===== src/rtl/alu_arbiter.sv =====
// Round-robin arbiter sharing one combinational alu32 between two requesters.
// Each accepted operation is registered to the ALU for one cycle, then returned on a tagged response channel.
module alu_arbiter #(
    parameter int WIDTH = 32
) (
    input  logic             clk,
    input  logic             rst_n,
    input  logic             req0_valid,
    output logic             req0_ready,
    input  logic [WIDTH-1:0] req0_a,
    input  logic [WIDTH-1:0] req0_b,
    input  logic [2:0]       req0_f,
    input  logic             req1_valid,
    output logic             req1_ready,
    input  logic [WIDTH-1:0] req1_a,
    input  logic [WIDTH-1:0] req1_b,
    input  logic [2:0]       req1_f,
    output logic [WIDTH-1:0] alu_a,
    output logic [WIDTH-1:0] alu_b,
    output logic [2:0]       alu_f,
    input  logic [WIDTH-1:0] alu_y,
    input  logic             alu_z,
    output logic             rsp_valid,
    input  logic             rsp_ready,
    output logic             rsp_id,
    output logic [WIDTH-1:0] rsp_y,
    output logic             rsp_z,
    output logic             rsp_err
);

    localparam logic [1:0] IDLE = 2'd0;
    localparam logic [1:0] EXEC = 2'd1;
    localparam logic [1:0] RESP = 2'd2;
    localparam logic [2:0] F_ILLEGAL = 3'h3;

    logic [1:0] state;
    logic       last_grant;
    logic       cur_id;
    logic       idle;
    logic       grant0;
    logic       grant1;

    // On contention the requester that did not win last time gets the grant.
    assign idle       = (state == IDLE);
    assign grant0     = req0_valid && (!req1_valid || last_grant);
    assign grant1     = req1_valid && (!req0_valid || !last_grant);
    assign req0_ready = idle && grant0;
    assign req1_ready = idle && grant1;

    always_ff @(posedge clk or negedge rst_n) begin
        if (!rst_n) begin
            state      <= IDLE;
            last_grant <= 1'b1;
            cur_id     <= 1'b0;
            alu_a      <= '0;
            alu_b      <= '0;
            alu_f      <= '0;
            rsp_valid  <= 1'b0;
            rsp_id     <= 1'b0;
            rsp_y      <= '0;
            rsp_z      <= 1'b0;
            rsp_err    <= 1'b0;
        end else begin
            case (state)
                IDLE: begin
                    if (grant0) begin
                        alu_a      <= req0_a;
                        alu_b      <= req0_b;
                        alu_f      <= req0_f;
                        cur_id     <= 1'b0;
                        last_grant <= 1'b0;
                        state      <= EXEC;
                    end else if (grant1) begin
                        alu_a      <= req1_a;
                        alu_b      <= req1_b;
                        alu_f      <= req1_f;
                        cur_id     <= 1'b1;
                        last_grant <= 1'b1;
                        state      <= EXEC;
                    end
                end
                EXEC: begin
                    rsp_valid <= 1'b1;
                    rsp_id    <= cur_id;
                    if (alu_f == F_ILLEGAL) begin
                        rsp_y   <= '0;
                        rsp_z   <= 1'b0;
                        rsp_err <= 1'b1;
                    end else begin
                        rsp_y   <= alu_y;
                        rsp_z   <= alu_z;
                        rsp_err <= 1'b0;
                    end
                    state <= RESP;
                end
                RESP: begin
                    if (rsp_ready) begin
                        rsp_valid <= 1'b0;
                        state     <= IDLE;
                    end
                end
                default: state <= IDLE;
            endcase
        end
    end

endmodule


===== config.mk =====
export PLATFORM = sky130hd
export DESIGN_NAME = alu_arbiter
export DESIGN_NICKNAME = d
export VERILOG_FILES = /design/src/rtl/alu_arbiter.sv
export SDC_FILE = /design/constraint.sdc
export NUM_CORES = 1
export LEC_CHECK = 0
export ABC_AREA = 1
export CORE_MARGIN = 5
export CORE_UTILIZATION = 40
export CTS_CLUSTER_DIAMETER = 30
export CTS_CLUSTER_SIZE = 8
export DETAILED_ROUTE_END_ITERATION = 7
export HOLD_SLACK_MARGIN = 0.08
export PLACE_DENSITY = 0.83
export SYNTH_ARGS = -nofsm -noshare
export SYNTH_HDL_FRONTEND = slang
export SYNTH_SLANG_ARGS = --single-unit

===== constraint.sdc =====
create_clock -name clk -period 2.5 [get_ports clk]
set_input_delay 0.5 -clock clk [delete_from_list [all_inputs] [get_ports clk]]
set_output_delay 0.5 -clock clk [all_outputs]
set_load 0.03 [all_outputs]

Word level (Yosys, flattened, before mapping)
Index checks and enable logic that the tools add are counted.
{"block": "totals", "word_cells": 48, "regBits": 107}
{"block": "classes", "mux": 17, "n_reduce_logical": 15, "n_eq_ne": 5}
{"cell": "$mux 32", "count": 5}
{"cell": "$mux 2", "count": 3}
{"cell": "$mux 3", "count": 2}
{"cell": "$pmux 2 s3", "count": 1}
{"cell": "$reduce_and 2->1", "count": 3}
{"cell": "$mux 1", "count": 5}
{"cell": "$logic_and 1x1->1", "count": 4}
{"cell": "$reduce_bool 2->1", "count": 2}
{"cell": "$eq 3x2->1 const B", "count": 1}
{"cell": "$logic_not 1->1", "count": 3}
{"cell": "$ne 3x1->1 const B", "count": 1}
{"cell": "$eq 2x1->1 const B", "count": 1}
{"cell": "$eq 2x2->1 const B", "count": 1}
{"cell": "$logic_not 2->1", "count": 1}
{"cell": "$logic_or 1x1->1", "count": 2}
{"cell": "$ne 2x2->1 const B", "count": 1}
{"cell": "$pmux 1 s2", "count": 1}

Depth between registers and ports, before layout
{"block": "depth", "ltp_word": 6, "ltp_mapped": 9}

Worst setup path after synthesis
OpenSTA, ideal clock, no wires.
{"block": "synth_path", "path_type": "flip-flop to output port", "start": "register last_grant", "end": "output port req0_ready", "arrival_time_ns": 1.281, "setup_slack_ns": 0.719, "path_buffers": 1, "path_stages_with_launch": 6, "required_time_ns": 2.000, "path_cell_list": "dfstp_2 -> inv_1 -> nand2_2 -> nand2_2 -> buf_2 -> nor2_1"}
{"block": "synth_between", "elab_chain_cells": 3}
{"item": "start: declaration", "line_no": "37", "text": "logic last_grant;"}
{"item": "start signal: assignment", "line_no": "53", "text": "last_grant <= 1'b1;"}
{"item": "start signal: assignment", "line_no": "71", "text": "last_grant <= 1'b0;"}
{"item": "start signal: assignment", "line_no": "78", "text": "last_grant <= 1'b1;"}
{"item": "$logic_or 1x1->1", "line_no": "45", "text": "assign grant0 = req0_valid && (!req1_valid || last_grant);"}
{"item": "$logic_and 1x1->1", "line_no": "45"}
{"item": "$logic_and 1x1->1", "line_no": "47", "text": "assign req0_ready = idle && grant0;"}
{"item": "end: declaration", "line_no": "9", "text": "output logic req0_ready,"}
Every way passes these cells.

Final worst setup path
{"block": "layout_path", "start": "input port req1_valid", "end": "output port req1_ready"}
{"block": "layout_between", "elab_chain_cells": 2}
{"item": "start: declaration", "line_no": "13", "text": "input logic req1_valid,"}
{"item": "$logic_and 1x1->1", "line_no": "46", "text": "assign grant1 = req1_valid && (!req0_valid || !last_grant);"}
{"item": "$logic_and 1x1->1", "line_no": "48", "text": "assign req1_ready = idle && grant1;"}
{"item": "end: declaration", "line_no": "14", "text": "output logic req1_ready,"}
Every way passes these cells.

==> results_dict.tcl <==
set metrics [dict create \
    fin_crit_ps 2070 \
    wl_per_cell_um 14.7 \
    nets 1103 \
    fillers 1076 \
    tightestPinTransition_ps 720 \
    post-cts-setup-buffer-count 0 \
    leakage_nw 4.11 \
    fin_crit_sh_pct 82.8 \
    status "finished clean" \
    finalSetupTns_ps 0 \
    num_antenna_cells 0 \
    core.rowCount 41 \
    ios 277 \
    end_kind "output pin" \
    ys_ff_latch 107 \
    dieArea_um2 15000 \
    ys_seq_area_share_pct 53.1 \
    h-tree-depth 3 \
    startpoint_type "input port" \
    hold_viol_final 0 \
    via_count 5189 \
    area_growth_pct 62.8 \
    synth_fp_nets 849 \
    die_w_um 122 \
    cts_resized 0 \
    peakVddDrop_mv 0.580 \
    synth_area_leaders "dfrtp_1, nand2_1, nand3_1" \
    cp.arrival_ps 1570 \
    clock_sinks 107 \
    routed_wl_um 16300 \
    critical_path_required_ps 2000 \
    synth_edf_count 0 \
    cts_buffers 9 \
    first_iter_violations 389 \
    hpwl_um 11900 \
    synthArstFlopShare_pct 100 \
    netlist_instances 677 \
    finClkSkew_ps 9.15 \
    synth_common_cells "nand2_1, dfrtp_1, nand3_1, inv_1, o21ai_1" \
    vias_per_cell 4.68 \
    clk_pin_slew_worst_paths_ps 70 \
    grt_first_pass_wirelength_um 24900 \
    synth.most_common_cell "nand2_1" \
    hold_buffers 0 \
    drc_errors 0 \
    crit_type "in -> out" \
    ys_warn_count 0 \
    die_h_um 122 \
    synth_cell_types 17 \
    clockBufferDepth 2 \
    rsz0062_at_grt "no" \
    synthFlopType "dfrtp_1" \
    synth.cell_area_um2 5040 \
    fmax_mhz 483 \
    drive_above_1_share_pct 3.95 \
    grt.overflow.total 0 \
    final-setup-viol-count 0 \
    io_buffers 276 \
    synth_top_area_cell "dfrtp_1" \
    avgSynthCellArea_um2 7.45 \
    core_um2 12500 \
    grt_pass1_vias 4862 \
    postRouteAntennaNets 0 \
    cts_tree "done" \
    final_util_pct 65.8 \
    grt_max_degree 68 \
    yosys.area.top_type_share_pct 52.6 \
    antenna_found_initial 0 \
    drt_first_pass_iters 4 \
    relSlewSlack_pct 52.0 \
    initial_utilization_pct 40.4 \
    critPathMaxFanout 3 \
    drv_slew 0 \
    grt_usage_pct 20.9 \
    power_density_nw_per_um2 1230 \
    worstHoldPathType "in -> async" \
    gp_routability_congestion 0.819 \
    max_cap_viol_count 0 \
    clk_latency_ps 340 \
    cts_root_buf "clkbuf_16" \
]
-- placed cells by master, fill, tap and decap left out, drive strengths merged --
| cell | count |
|---|---|
| nand3 | 68 |
| clkinv | 2 |
| clkdlybuf4s50 | 272 |
| a21boi | 1 |
| nor2 | 3 |
| nand2 | 374 |
| o21ai | 40 |
| buf | 13 |
| o21a | 1 |
| dfrtp | 106 |
| clkinvlp | 3 |
| bufinv | 1 |
| dfstp | 1 |
| clkbuf | 10 |
| inv | 41 |
-- flip-flops by register name, summed over array words and instances (netlist names) --
signal	flops
alu_b	32
rsp_err	1
last_grant	1
rsp_z	1
cur_id	1
alu_f	3
state	2
alu_a	32
rsp_y	32
rsp_id	1
rsp_valid	1
-- per-layer routing --
metal  vias up  GRT usage (%)  routed length (um)
met4         0           6.30                 327
met2       197           35.2                7830
met1      2381           25.9                6400
met3        23           6.64                1700
li1       2588              -                   -
met5         -              0                   0
-- area by class of cell --
type	count	area, um^2	area share (%)
timing repair buffer	285	2870	34.9
sequential	107	2680	32.6
multi-input combinational	487	2000	24.3
clock buffer	10	229	2.79
tap	172	215	2.62
inverter	41	154	1.88
clock inverter	6	66.3	0.808
-- metrics by stage --
stage / instance area (um^2) / setup slack, ps / total power, mW / hold WS, ps / cells
after floorplan: 5040 / 719 / 6.31 / 204 / 677
after global placement: 7910 / 428 / 8.68 / 460 / 1092
after detailed placement: 7910 / 408 / 8.80 / 464 / 1092
after CTS: 8210 / 412 / 10.2 / 128 / 1108
after global routing: 8210 / 332 / 10.8 / 147 / 1108
final: 8210 / 430 / 10.1 / 120 / 1108
-- critical path, cell delays in order --
cell and delay (ps):
clkdlybuf4s50_1 560, a21boi_1 180, nand2_1 90, inv_1 70, buf_4 160
-- cells by family after synthesis --
family | share of synthesized area, %
AND/OR/NAND/NOR | 35.0
AO/OA/AOI/OAI | 4.42
flip-flops | 53.1
buffers and inverters | 7.44
-- report_power, final --
group          total [mW]  switching, mW  internal (mW)
Combinational        5.69           3.48           2.21
Clock                1.41          0.633          0.778
Sequential           3.02          0.451           2.57
Total                10.1           4.56           5.56
-- worst paths after layout --
path                            startpoint    endpoint  slack, ps  cells after the start
worst max-delay path            req1_valid  req1_ready        430                      5
worst min-delay path                 rst_n    rsp_y[9]        120                      1
worst max register to register    state[1]   alu_b[12]        930                      6
worst min register to register   alu_b[28]   alu_b[28]        480                      2
max in group asynchronous            rst_n   alu_a[20]       1720                      2
min in group clk                 alu_b[28]   alu_b[28]        480                      2
Note: power is estimated with default switching activity, not from simulation.
